$ cat src/rtl/imm_pkg.sv
// Shared types and constants for the registered immediate decode stage.
// Opcode map, format codes, RVC quadrant/funct3 values and buffer states.
package imm_pkg;

  typedef enum logic [2:0] {
    FMT_I   = 3'd0,
    FMT_S   = 3'd1,
    FMT_B   = 3'd2,
    FMT_U   = 3'd3,
    FMT_J   = 3'd4,
    FMT_R   = 3'd5,
    FMT_ILL = 3'd7
  } fmt_e;

  typedef enum logic [1:0] {
    BUF_EMPTY = 2'd0,
    BUF_ONE   = 2'd1,
    BUF_FULL  = 2'd2
  } buf_state_e;

  localparam logic [6:0] OPC_LOAD      = 7'b0000011;
  localparam logic [6:0] OPC_OP_IMM    = 7'b0010011;
  localparam logic [6:0] OPC_JALR      = 7'b1100111;
  localparam logic [6:0] OPC_SYSTEM    = 7'b1110011;
  localparam logic [6:0] OPC_MISC_MEM  = 7'b0001111;
  localparam logic [6:0] OPC_STORE     = 7'b0100011;
  localparam logic [6:0] OPC_BRANCH    = 7'b1100011;
  localparam logic [6:0] OPC_LUI       = 7'b0110111;
  localparam logic [6:0] OPC_AUIPC     = 7'b0010111;
  localparam logic [6:0] OPC_JAL       = 7'b1101111;
  localparam logic [6:0] OPC_OP        = 7'b0110011;
  localparam logic [6:0] OPC_OP_IMM_32 = 7'b0011011;
  localparam logic [6:0] OPC_OP_32     = 7'b0111011;

  localparam logic [1:0] RVC_Q1   = 2'b01;
  localparam logic [2:0] C3_ADDI  = 3'b000;
  localparam logic [2:0] C3_JAL   = 3'b001;
  localparam logic [2:0] C3_LI    = 3'b010;
  localparam logic [2:0] C3_LUI   = 3'b011;
  localparam logic [2:0] C3_J     = 3'b101;
  localparam logic [2:0] C3_BEQZ  = 3'b110;
  localparam logic [2:0] C3_BNEZ  = 3'b111;

  // Buffer entry: {fmt, immediate, target, illegal}.
  function automatic int payload_width(input int xlen);
    return 3 + 2 * xlen + 1;
  endfunction

endpackage

$ cat src/rtl/imm_decode_stage_if.sv
// Valid/ready bus between fetch, the immediate decode stage and decode/execute.
// The stage uses the slave modport; the upstream/downstream side uses master.
interface imm_decode_stage_if #(
  parameter int XLEN = 32
) ();
  import imm_pkg::*;

  logic            in_valid;
  logic            in_ready;
  logic [31:0]     instruction;
  logic [XLEN-1:0] pc;
  logic            out_valid;
  logic            out_ready;
  fmt_e            out_fmt;
  logic [XLEN-1:0] immediate;
  logic [XLEN-1:0] target;
  logic            illegal;

  modport master (
    output in_valid, instruction, pc, out_ready,
    input  in_ready, out_valid, out_fmt, immediate, target, illegal
  );

  modport slave (
    input  in_valid, instruction, pc, out_ready,
    output in_ready, out_valid, out_fmt, immediate, target, illegal
  );

endinterface

$ cat src/rtl/imm_extract.sv
// Combinational format/immediate extraction from a raw instruction word.
// Compressed decode is present only when IMM_RVC_EN is defined.
module imm_extract
  import imm_pkg::*;
#(
  parameter int XLEN = 32
) (
  input  logic [31:0]     instruction_i,
  output fmt_e            fmt_o,
  output logic [XLEN-1:0] imm_o,
  output logic            illegal_o,
  output logic            pcrel_o,
  output logic            compressed_o
);

  logic [6:0]      opc_s;
  logic [XLEN-1:0] imm_i_s;
  logic [XLEN-1:0] imm_s_s;
  logic [XLEN-1:0] imm_b_s;
  logic [XLEN-1:0] imm_u_s;
  logic [XLEN-1:0] imm_j_s;

  assign opc_s   = instruction_i[6:0];
  assign imm_i_s = XLEN'($signed(instruction_i[31:20]));
  assign imm_s_s = XLEN'($signed({instruction_i[31:25], instruction_i[11:7]}));
  assign imm_b_s = XLEN'($signed({instruction_i[31], instruction_i[7],
                                  instruction_i[30:25], instruction_i[11:8], 1'b0}));
  assign imm_u_s = XLEN'($signed({instruction_i[31:12], 12'b0}));
  assign imm_j_s = XLEN'($signed({instruction_i[31], instruction_i[19:12],
                                  instruction_i[20], instruction_i[30:21], 1'b0}));

`ifdef IMM_RVC_EN
  logic [XLEN-1:0] imm_ci_s;
  logic [XLEN-1:0] imm_clui_s;
  logic [XLEN-1:0] imm_cj_s;
  logic [XLEN-1:0] imm_cb_s;

  assign imm_ci_s   = XLEN'($signed({instruction_i[12], instruction_i[6:2]}));
  assign imm_clui_s = XLEN'($signed({instruction_i[12], instruction_i[6:2], 12'b0}));
  assign imm_cj_s   = XLEN'($signed({instruction_i[12], instruction_i[8], instruction_i[10:9],
                                     instruction_i[6], instruction_i[7], instruction_i[2],
                                     instruction_i[11], instruction_i[5:3], 1'b0}));
  assign imm_cb_s   = XLEN'($signed({instruction_i[12], instruction_i[6:5], instruction_i[2],
                                     instruction_i[11:10], instruction_i[4:3], 1'b0}));
`endif

  // Format decode; anything unrecognised falls through to ILL with a zero immediate.
  always_comb begin
    fmt_o        = FMT_ILL;
    imm_o        = '0;
    illegal_o    = 1'b1;
    pcrel_o      = 1'b0;
    compressed_o = 1'b0;
    if (instruction_i[1:0] == 2'b11) begin
      case (opc_s)
        OPC_LOAD, OPC_OP_IMM, OPC_JALR, OPC_SYSTEM, OPC_MISC_MEM: begin
          fmt_o = FMT_I; imm_o = imm_i_s; illegal_o = 1'b0;
        end
        OPC_STORE: begin
          fmt_o = FMT_S; imm_o = imm_s_s; illegal_o = 1'b0;
        end
        OPC_BRANCH: begin
          fmt_o = FMT_B; imm_o = imm_b_s; illegal_o = 1'b0; pcrel_o = 1'b1;
        end
        OPC_LUI: begin
          fmt_o = FMT_U; imm_o = imm_u_s; illegal_o = 1'b0;
        end
        OPC_AUIPC: begin
          fmt_o = FMT_U; imm_o = imm_u_s; illegal_o = 1'b0; pcrel_o = 1'b1;
        end
        OPC_JAL: begin
          fmt_o = FMT_J; imm_o = imm_j_s; illegal_o = 1'b0; pcrel_o = 1'b1;
        end
        OPC_OP: begin
          fmt_o = FMT_R; illegal_o = 1'b0;
        end
        OPC_OP_IMM_32: begin
          if (XLEN == 64) begin
            fmt_o = FMT_I; imm_o = imm_i_s; illegal_o = 1'b0;
          end else begin
            fmt_o = FMT_ILL;
          end
        end
        OPC_OP_32: begin
          if (XLEN == 64) begin
            fmt_o = FMT_R; illegal_o = 1'b0;
          end else begin
            fmt_o = FMT_ILL;
          end
        end
        default: fmt_o = FMT_ILL;
      endcase
    end else begin
`ifdef IMM_RVC_EN
      compressed_o = 1'b1;
      if (instruction_i[1:0] == RVC_Q1) begin
        case (instruction_i[15:13])
          C3_ADDI, C3_LI: begin
            fmt_o = FMT_I; imm_o = imm_ci_s; illegal_o = 1'b0;
          end
          C3_JAL: begin
            // In RV64 this slot is C.ADDIW, which is not decoded here.
            if (XLEN == 32) begin
              fmt_o = FMT_J; imm_o = imm_cj_s; illegal_o = 1'b0; pcrel_o = 1'b1;
            end else begin
              fmt_o = FMT_ILL;
            end
          end
          C3_LUI: begin
            if ((instruction_i[11:7] != 5'd2) && (imm_ci_s != '0)) begin
              fmt_o = FMT_U; imm_o = imm_clui_s; illegal_o = 1'b0;
            end else begin
              fmt_o = FMT_ILL;
            end
          end
          C3_J: begin
            fmt_o = FMT_J; imm_o = imm_cj_s; illegal_o = 1'b0; pcrel_o = 1'b1;
          end
          C3_BEQZ, C3_BNEZ: begin
            fmt_o = FMT_B; imm_o = imm_cb_s; illegal_o = 1'b0; pcrel_o = 1'b1;
          end
          default: fmt_o = FMT_ILL;
        endcase
      end else begin
        fmt_o = FMT_ILL;
      end
`else
      fmt_o = FMT_ILL;
`endif
    end
  end

endmodule

$ cat src/rtl/imm_decode_stage.sv
// Registered immediate decode stage behind a main+skid elastic buffer.
// Optional compressed decode is enabled by defining IMM_RVC_EN.
module imm_decode_stage
  import imm_pkg::*;
#(
  parameter int XLEN = 32
) (
  input logic               clk,
  input logic               reset,
  imm_decode_stage_if.slave bus
);

  localparam int              PW        = payload_width(XLEN);
  localparam logic [XLEN-1:0] STEP_FULL = XLEN'(32'd4);
  localparam logic [XLEN-1:0] STEP_HALF = XLEN'(32'd2);

  fmt_e            fmt_s;
  logic [XLEN-1:0] imm_s;
  logic [XLEN-1:0] target_s;
  logic            illegal_s;
  logic            pcrel_s;
  logic            compressed_s;
  logic [PW-1:0]   in_payload_s;
  logic            accept_s;
  logic            consume_s;

  buf_state_e      state_q, state_d;
  logic [PW-1:0]   main_q, main_d;
  logic [PW-1:0]   skid_q, skid_d;
  logic            in_ready_q;
  logic            out_valid_q;

  imm_extract #(.XLEN(XLEN)) u_extract (
    .instruction_i (bus.instruction),
    .fmt_o         (fmt_s),
    .imm_o         (imm_s),
    .illegal_o     (illegal_s),
    .pcrel_o       (pcrel_s),
    .compressed_o  (compressed_s)
  );

  assign target_s     = bus.pc + (pcrel_s ? imm_s : (compressed_s ? STEP_HALF : STEP_FULL));
  assign in_payload_s = {fmt_s, imm_s, target_s, illegal_s};
  assign accept_s     = bus.in_valid & in_ready_q;
  assign consume_s    = out_valid_q & bus.out_ready;

  // Buffer next state: main holds the oldest entry, skid only fills while main stalls.
  always_comb begin
    state_d = state_q;
    main_d  = main_q;
    skid_d  = skid_q;
    case (state_q)
      BUF_EMPTY: begin
        if (accept_s) begin
          state_d = BUF_ONE;
          main_d  = in_payload_s;
        end else begin
          state_d = BUF_EMPTY;
        end
      end
      BUF_ONE: begin
        if (accept_s && consume_s) begin
          main_d = in_payload_s;
        end else if (accept_s) begin
          state_d = BUF_FULL;
          skid_d  = in_payload_s;
        end else if (consume_s) begin
          state_d = BUF_EMPTY;
        end else begin
          state_d = BUF_ONE;
        end
      end
      BUF_FULL: begin
        if (consume_s) begin
          state_d = BUF_ONE;
          main_d  = skid_q;
        end else begin
          state_d = BUF_FULL;
        end
      end
      default: state_d = BUF_EMPTY;
    endcase
  end

  // State and payload registers; handshake outputs are registered copies of the next state.
  always_ff @(posedge clk or posedge reset) begin
    if (reset) begin
      state_q     <= BUF_EMPTY;
      main_q      <= '0;
      skid_q      <= '0;
      in_ready_q  <= 1'b1;
      out_valid_q <= 1'b0;
    end else begin
      state_q     <= state_d;
      main_q      <= main_d;
      skid_q      <= skid_d;
      in_ready_q  <= (state_d != BUF_FULL);
      out_valid_q <= (state_d != BUF_EMPTY);
    end
  end

  assign bus.in_ready  = in_ready_q;
  assign bus.out_valid = out_valid_q;
  assign bus.out_fmt   = fmt_e'(main_q[PW-1 -: 3]);
  assign bus.immediate = main_q[PW-4 -: XLEN];
  assign bus.target    = main_q[XLEN:1];
  assign bus.illegal   = main_q[0];

endmodule

$ cat src/flat_wrapper.sv
// flat-port wrapper written by rule: the top's interface ports become plain ports
module imm_decode_stage_flat import imm_pkg::*;
#(
  parameter int XLEN = 32
)
  (clk, reset, bus_in_valid, bus_instruction, bus_pc, bus_out_ready, bus_in_ready, bus_out_valid, bus_out_fmt, bus_immediate, bus_target, bus_illegal);
  imm_decode_stage_if #(.XLEN(XLEN)) bus_i ();
  input logic clk;
  input logic reset;
  input wire logic [$bits(bus_i.in_valid)-1:0] bus_in_valid;
  input wire logic [$bits(bus_i.instruction)-1:0] bus_instruction;
  input wire logic [$bits(bus_i.pc)-1:0] bus_pc;
  input wire logic [$bits(bus_i.out_ready)-1:0] bus_out_ready;
  output wire logic [$bits(bus_i.in_ready)-1:0] bus_in_ready;
  output wire logic [$bits(bus_i.out_valid)-1:0] bus_out_valid;
  output wire logic [$bits(bus_i.out_fmt)-1:0] bus_out_fmt;
  output wire logic [$bits(bus_i.immediate)-1:0] bus_immediate;
  output wire logic [$bits(bus_i.target)-1:0] bus_target;
  output wire logic [$bits(bus_i.illegal)-1:0] bus_illegal;
  assign bus_i.in_valid = bus_in_valid;
  assign bus_i.instruction = bus_instruction;
  assign bus_i.pc = bus_pc;
  assign bus_i.out_ready = bus_out_ready;
  assign bus_in_ready = bus_i.in_ready;
  assign bus_out_valid = bus_i.out_valid;
  assign bus_out_fmt = bus_i.out_fmt;
  assign bus_immediate = bus_i.immediate;
  assign bus_target = bus_i.target;
  assign bus_illegal = bus_i.illegal;
  imm_decode_stage #(.XLEN(XLEN)) u_core (.clk(clk), .reset(reset), .bus(bus_i));
endmodule
$ cat config.mk
export PLATFORM = sky130hd
export DESIGN_NAME = imm_decode_stage_flat
export DESIGN_NICKNAME = d
export VERILOG_FILES = /design/src/rtl/imm_pkg.sv /design/src/rtl/imm_decode_stage_if.sv /design/src/rtl/imm_extract.sv /design/src/rtl/imm_decode_stage.sv /design/src/flat_wrapper.sv
export SDC_FILE = /design/constraint.sdc
export NUM_CORES = 1
export LEC_CHECK = 0
export ABC_AREA = 1
export CAP_MARGIN = 10
export CELL_PAD_IN_SITES_DETAIL_PLACEMENT = 0
export CELL_PAD_IN_SITES_GLOBAL_PLACEMENT = 1
export CORE_ASPECT_RATIO = 1.4
export CORE_MARGIN = 4
export CORE_UTILIZATION = 30
export DETAILED_ROUTE_END_ITERATION = 8
export GPL_TIMING_DRIVEN = 0
export PLACE_DENSITY = 0.63
export SETUP_SLACK_MARGIN = 0.4
export SYNTH_ARGS = -nofsm -noshare
export SYNTH_HDL_FRONTEND = slang
export SYNTH_SLANG_ARGS = --single-unit
export TNS_END_PERCENT = 20
$ cat constraint.sdc
create_clock -name clk -period 5.4 [get_ports clk]
set_input_delay 0.54 -clock clk [delete_from_list [all_inputs] [get_ports clk]]
set_output_delay 0.54 -clock clk [all_outputs]
set_load 0.01 [all_outputs]
==> flow_metrics.env, run 1 <==
export IMPL_grt_pass1_wl_mm=49.83
export IMPL_maxCapViolCount=0
export IMPL_arrival_ns=4.38
export IMPL_clkTransAtPathRegs_ns=0.06
export IMPL_rsz0062_at_grt="false"
export IMPL_final_common_cell="nand2_1"
export IMPL_cts_tree="yes"
export IMPL_netlist_top_cell_by_area="dfrtp_1"
export IMPL_fin_area_sq_mm=0.01097
export IMPL_synth_seq_cells=140
export IMPL_synth_fp_nets=1300
export IMPL_fin_tns_setup_ns=0
export IMPL_clock_skew_ns=0.009527
export IMPL_fmax_ghz=0.2463
export IMPL_synthCells=1200
export IMPL_maxSlewHeadroom=0.3590
export IMPL_syn_cell_area_sq_mm=0.008514
export IMPL_area_growth_syn_to_layout_pct=28.79
export IMPL_rows=72
export IMPL_die_area_sq_mm=0.03118
export IMPL_post_route_cells_drive_above_1_share=0.05474
export IMPL_required_ns=5.72
export IMPL_drt_drc_violations_left=0
export IMPL_synth_edff_count=0
export IMPL_core_area_sq_mm=0.02784
export IMPL_routed_wl_mm=32.38
export IMPL_layout_common_cells="368 x nand2_1, 148 x nor2_1, 139 x dfrtp_1, 137 x clkdlybuf4s50_1, 103 x inv_1"
export IMPL_io_buffers=137
export IMPL_grt_pass1_vias=8566
export IMPL_nets=1457
export IMPL_grt_ovfl_total=0
export IMPL_end_kind="flop"
export IMPL_die_height_um=207.3
export IMPL_hold_ws_ns=0.4767
export IMPL_crit_path_max_fanout=10
export IMPL_hold_violations=0
export IMPL_critical_path_class="in2reg"
export IMPL_synth_cell_types=38
export IMPL_cts_setup_buffers=0
export IMPL_worst_slew_pin_slew_ns=0.9550
export IMPL_finalCriticalPeriod_ns=4.060
export IMPL_cts_buffers=17
export IMPL_io_pins=138
export IMPL_start_util=0.3059
export IMPL_start_kind="input pin"
export IMPL_drt_initial_drc_count=507
export IMPL_synth_warning_count=0
export IMPL_routedWlPerCell_um=18.61
export IMPL_nFillCells=2948
export IMPL_synthTopCellsByArea="dfrtp_1 41%, nand2_1 16%, nor2_1 6.5%"
export IMPL_cts_hold_buf=0
export IMPL_seq_area_frac_synth=0.4116
export IMPL_gp_congestion=0.8779
export IMPL_die_x_um=150.4
export IMPL_finalCritPeriodShare=0.7518
export IMPL_multi_input_area_sq_mm=0.004385
export IMPL_powerDensity_mw_per_mm2=450.9
export IMPL_final_cells=1740
export IMPL_vias=8328
export IMPL_place_hpwl_mm=25.82
export IMPL_synthArstFlopShare=1.000
export IMPL_final_core_util=0.3939
export IMPL_cts_sinks=140
export IMPL_h_tree_depth=4
export IMPL_peakVddDrop_mv=0.2298
export IMPL_synth_top_area_frac=0.4085
export IMPL_drtPass1Iterations=5
export IMPL_post_cts_resized=0
export IMPL_synth_ff_type="dfrtp_1"
export IMPL_via_per_inst=4.786
export IMPL_detail_route_antenna_nets=0
export IMPL_cts_root_buf="clkbuf_16"
export IMPL_seq_area_sq_mm=0.003505
export IMPL_gr_usage_all_layers=0.2115
export IMPL_p_leak_nw=5.394
export IMPL_grt_max_degree=75
export IMPL_status="complete, no violations"
export IMPL_n_antenna_cell=0
export IMPL_hold_path_class="reg2reg"
export IMPL_clock_path_buffers=2
export IMPL_final_max_slew_viol_count=0
export IMPL_setup_viol=0
export IMPL_antenna_found_initial=0
export IMPL_dpl_cell_area_sq_mm=0.01038
export IMPL_avgSynthCellArea_sq_um=7.095
export IMPL_dp_cells=1708
export IMPL_insertion_delay_ns=0.43
[per-layer routing]
metal  global-route usage  part of all wire  vias up
met3              0.02774             0.044       32
met2               0.3796              0.52      207
met4              0.06441             0.023        0
met5                    0                 0        -
li1                     -                 -     4188
met1               0.2601              0.41     3901
[stage by stage]
step	worst slack (ns)	total power, mW
after detailed placement	0.8702	3.814
after global placement	-1.292	3.797
after floorplan	1.109	2.763
after global routing	0.8758	5.289
final	1.340	4.944
after CTS	1.311	5.008
[logic make-up after synthesis]
logic type               Yosys count  share of synthesized area
adder cells (fa/ha/maj)           32                    0.04791
flip-flops                       140                     0.4116
XOR/XNOR                          16                    0.01646
AND/OR/NAND/NOR                  606                     0.2911
other                              1                  0.0004404
AO/OA/AOI/OAI                    246                     0.1591
buffers and inverters            159                    0.07333
[synth_stat cells, types with 2 or more instances]
master	instances
a21o_1	4
a21oi_1	94
a31oi_1	8
buf_2	13
clkbuf_1	32
dfrtp_1	139
ha_1	31
inv_1	104
inv_2	7
nand2_1	368
nand2_2	3
nand3_1	47
nand3b_1	2
nand4_1	8
nor2_1	148
nor2_4	2
nor3_1	14
nor3_2	10
o211ai_1	10
o21a_1	17
o21ai_0	101
o21ai_1	3
o21bai_1	6
xnor2_1	10
xor2_1	6
[critical path: stages]
cell and delay [ns]:
clkdlybuf4s50_1 0.53, nor2_1 0.10, nand3_1 0.07, nor2_1 0.06, inv_1 0.15, clkbuf_1 0.39, nor2_1 0.10, nor3_2 0.41
nor2_1 0.16, ha_1 0.40, a21oi_1 0.29, o21ai_0 0.20, a21oi_1 0.25, nor2_1 0.09, nor2_1 0.22, nand2_1 0.08
nand2_1 0.08, nand3_1 0.10, nand2_1 0.10, nand2_1 0.05
[report_power, final]
part / total, mW / switching, mW / internal [mW]
logic: 2.09 / 1.24 / 0.849
clock network: 1.18 / 0.482 / 0.695
registers: 1.67 / 0.211 / 1.46
total: 4.94 / 1.94 / 3.01
[worst paths after layout]
kind                                                from                       endpoint  slack (ns)  cells after the start
hold reg to reg            u_core.main_q[31]$_DFFE_PP0P_  u_core.main_q[31]$_DFFE_PP0P_        0.48                      2
setup reg to reg             u_core.state_q[1]$_DFF_PP0_  u_core.main_q[57]$_DFFE_PP0P_        2.87                      7
min in group asynchronous                          reset  u_core.main_q[34]$_DFFE_PP0P_        0.59                      2
max in group asynchronous                          reset   u_core.main_q[3]$_DFFE_PP0P_        4.02                      3
hold / removal             u_core.main_q[31]$_DFFE_PP0P_  u_core.main_q[31]$_DFFE_PP0P_        0.48                      2
setup / recovery                      bus_instruction[3]  u_core.main_q[31]$_DFFE_PP0P_        1.34                     20
[sequential cells by signal, summed over array words and instances (netlist names)]
name,flops
u_core.bus.out_valid,1
u_core.main_q,68
u_core.skid_q,68
u_core.state_q,2
u_core.bus.in_ready,1
[cell type report]
cell class                      instances  area share
Sequential cell                       140      0.3196
Multi-Input combinational cell        901      0.3999
Clock buffer                           19     0.04039
Timing Repair Buffer                  138      0.1276
Buffer                                 47     0.01860
Tap cell                              370     0.04222
Inverter                              112     0.03880
Clock inverter                         13     0.01289
(Power assumes the default switching activity.)
==> inputs of run 2 (changes only) <==
--- a/config.mk
+++ b/config.mk
@@ -14,7 +14,7 @@
 export CORE_UTILIZATION = 30
 export DETAILED_ROUTE_END_ITERATION = 8
 export GPL_TIMING_DRIVEN = 0
-export PLACE_DENSITY = 0.63
+export PLACE_DENSITY = 0.65
 export SETUP_SLACK_MARGIN = 0.4
 export SYNTH_ARGS = -nofsm -noshare
 export SYNTH_HDL_FRONTEND = slang
==> constraint.sdc (replaced) <==
create_clock -name clk -period 3.3 [get_ports clk]
set_input_delay 0.33 -clock clk [delete_from_list [all_inputs] [get_ports clk]]
set_output_delay 0.33 -clock clk [all_outputs]
set_load 0.01 [all_outputs]
==> run 2 against run 1 <==
Against the previous run:
- clock power up 65%
- flip-flop and latch count unchanged
- wire length up 2.2%
- first-iteration DRC count down 7.9%
- combinational power up 68%
- power up 66%
- sequential power up 64%
- register-to-register slack worse by 2.1 ns
- non-clock buffer count up 41
- critical path type unchanged
- highest routed layer unchanged
==> flow_metrics.env, run 2 (synthesis results as in run 1) <==
export IMPL_status="complete, no violations"
export IMPL_clkTransAtPathRegs_ns=0.07
export IMPL_gr_usage_all_layers=0.2147
export IMPL_gp_congestion=0.9083
export IMPL_drt_drc_violations_left=0
export IMPL_drt_initial_drc_count=467
export IMPL_required_ns=3.62
export IMPL_detail_route_antenna_nets=0
export IMPL_maxSlewHeadroom=0.3795
export IMPL_r2r_slack_ns=0.78
export IMPL_place_hpwl_mm=25.66
export IMPL_cts_tree="yes"
export IMPL_wl_met3_mm=1.396
export IMPL_clock_path_buffers=2
export IMPL_hold_path_class="in2async"
export IMPL_peakVddDrop_mv=0.3405
export IMPL_hold_violations=0
export IMPL_powerDensity_mw_per_mm2=663.6
export IMPL_start_kind="input pin"
export IMPL_n_antenna_cell=0
export IMPL_io_pins=138
export IMPL_layout_common_cells="321 x nand2_1, 139 x dfrtp_1, 129 x clkdlybuf4s50_1, 106 x nor2_1, 98 x inv_1"
export IMPL_fin_area_sq_mm=0.01235
export IMPL_via_per_inst=4.829
export IMPL_power_mw=8.198
export IMPL_arrival_ns=3.10
export IMPL_grt_ovfl_total=0
export IMPL_dpl_cell_area_sq_mm=0.01041
export IMPL_end_kind="flop"
export IMPL_cts_buffers=17
export IMPL_die_area_sq_mm=0.03118
export IMPL_clock_skew_ns=0.01364
export IMPL_critical_path_class="in2reg"
export IMPL_antenna_found_initial=0
export IMPL_crit_path_max_fanout=5
export IMPL_h_tree_depth=4
export IMPL_cts_sinks=140
export IMPL_hold_ws_ns=0.3915
export IMPL_area_growth_syn_to_layout_pct=45.08
export IMPL_grt_pass1_wl_mm=51.12
export IMPL_finalCritPeriodShare=0.8441
export IMPL_fmax_ghz=0.3590
export IMPL_wl_met2_mm=17.12
export IMPL_final_max_slew_viol_count=0
export IMPL_die_x_um=150.4
export IMPL_cts_hold_buf=0
export IMPL_worstReg2RegStart="u_core.state_q[1]$_DFF_PP0_"
export IMPL_vias=8601
export IMPL_routedWlPerCell_um=18.59
export IMPL_routed_wl_mm=33.11
export IMPL_reg2reg_to="u_core.main_q[1]$_DFFE_PP0P_"
export IMPL_die_height_um=207.3
export IMPL_p_leak_nw=5.778
export IMPL_final_common_cell="nand2_1"
export IMPL_finalCriticalPeriod_ns=2.785
export IMPL_m1WireLength_mm=13.38
export IMPL_cts_root_buf="clkbuf_16"
export IMPL_rows=72
export IMPL_grt_max_degree=41
export IMPL_post_route_cells_drive_above_1_share=0.2119
export IMPL_fin_tns_setup_ns=0
export IMPL_multi_input_area_sq_mm=0.005384
export IMPL_nets=1498
export IMPL_drtPass1Iterations=5
export IMPL_maxCapViolCount=0
export IMPL_setup_viol=0
export IMPL_dr_max_layer_used="met4"
export IMPL_worst_slew_pin_slew_ns=0.9245
export IMPL_io_buffers=137
export IMPL_insertion_delay_ns=0.43
export IMPL_grt_pass1_vias=8951
export IMPL_core_area_sq_mm=0.02784
export IMPL_rsz0062_at_grt="true"
export IMPL_start_util=0.3059
export IMPL_seq_area_sq_mm=0.003505
export IMPL_reg_top3="u_core.main_q x68, u_core.skid_q x68, u_core.state_q x2"
export IMPL_r2r_cells=6
export IMPL_nFillCells=2874
## run 2: worst max-delay path: stages
cell       delay, ns
clkbuf_4        0.15
inv_1           0.05
nand2_2         0.07
nor2_4          0.05
nand2_1         0.07
nand2_2         0.07
nor2_4          0.21
inv_2           0.07
nand2_4         0.07
inv_4           0.06
clkbuf_16       0.16
nor3_4          0.20
nor2_4          0.08
ha_4            0.33
nand2_2         0.12
nor2_2          0.14
nand2_1         0.09
nor3b_2         0.17
nand2_1         0.11
nand2_4         0.11
inv_1           0.06
nand3_2         0.08
nand3_2         0.09
nand2_2         0.09
nand2_1         0.05
## run 2: where the power goes
part | internal (mW) | switching (mW)
Combinational | 1.44 | 2.06
Sequential | 2.39 | 0.351
Clock | 1.09 | 0.860
Total | 4.92 | 3.27
## run 2: metal layers
layer | vias up | GRT usage
met5 | - | 0
met4 | 0 | 0.08746
met3 | 47 | 0.03778
met2 | 192 | 0.3770
met1 | 4086 | 0.2559
li1 | 4276 | -
## run 2: how the worst max path moves through the flow
stage,startpoint,endpoint,slack (ns)
2_1_floorplan,bus_instruction[2],u_core.main_q[19]$_DFFE_PP0P_,0.57
3_3_place_gp,bus_instruction[0],u_core.main_q[31]$_DFFE_PP0P_,-0.91
3_5_place_dp,bus_instruction[0],u_core.main_q[31]$_DFFE_PP0P_,-0.91
4_1_cts,bus_instruction[31],u_core.main_q[31]$_DFFE_PP0P_,0.41
5_1_grt,bus_instruction[4],u_core.main_q[23]$_DFFE_PP0P_,0.36
6_report,bus_instruction[3],u_core.main_q[32]$_DFFE_PP0P_,0.51
## run 2: metrics by stage
step | setup WS, ns | utilization | instances
after detailed placement | -0.9100 | 0.3741 | 1710
after global routing | 0.3560 | 0.4438 | 1781
final | 0.5145 | 0.4438 | 1781
after global placement | -0.9137 | 0.3719 | 1707
after CTS | 0.4050 | 0.4303 | 1771
after floorplan | 0.5717 | - | 1200
## run 2: repair_timing
action	CTS	global route
setup endpoints to repair	55	41
resized for setup	194	92
cloned	1	1
endpoints found under the hold margin	0	0
buffers inserted	28	9
pin swaps	40	35
## run 2: cell type report
class	count	share of cell area
tap	370	0.03748
timing repair buffer	179	0.1412
buffer	47	0.01823
multi-input combinational	901	0.4358
sequential	140	0.2837
clock buffer	18	0.03555
clock inverter	14	0.01266
inverter	112	0.03535
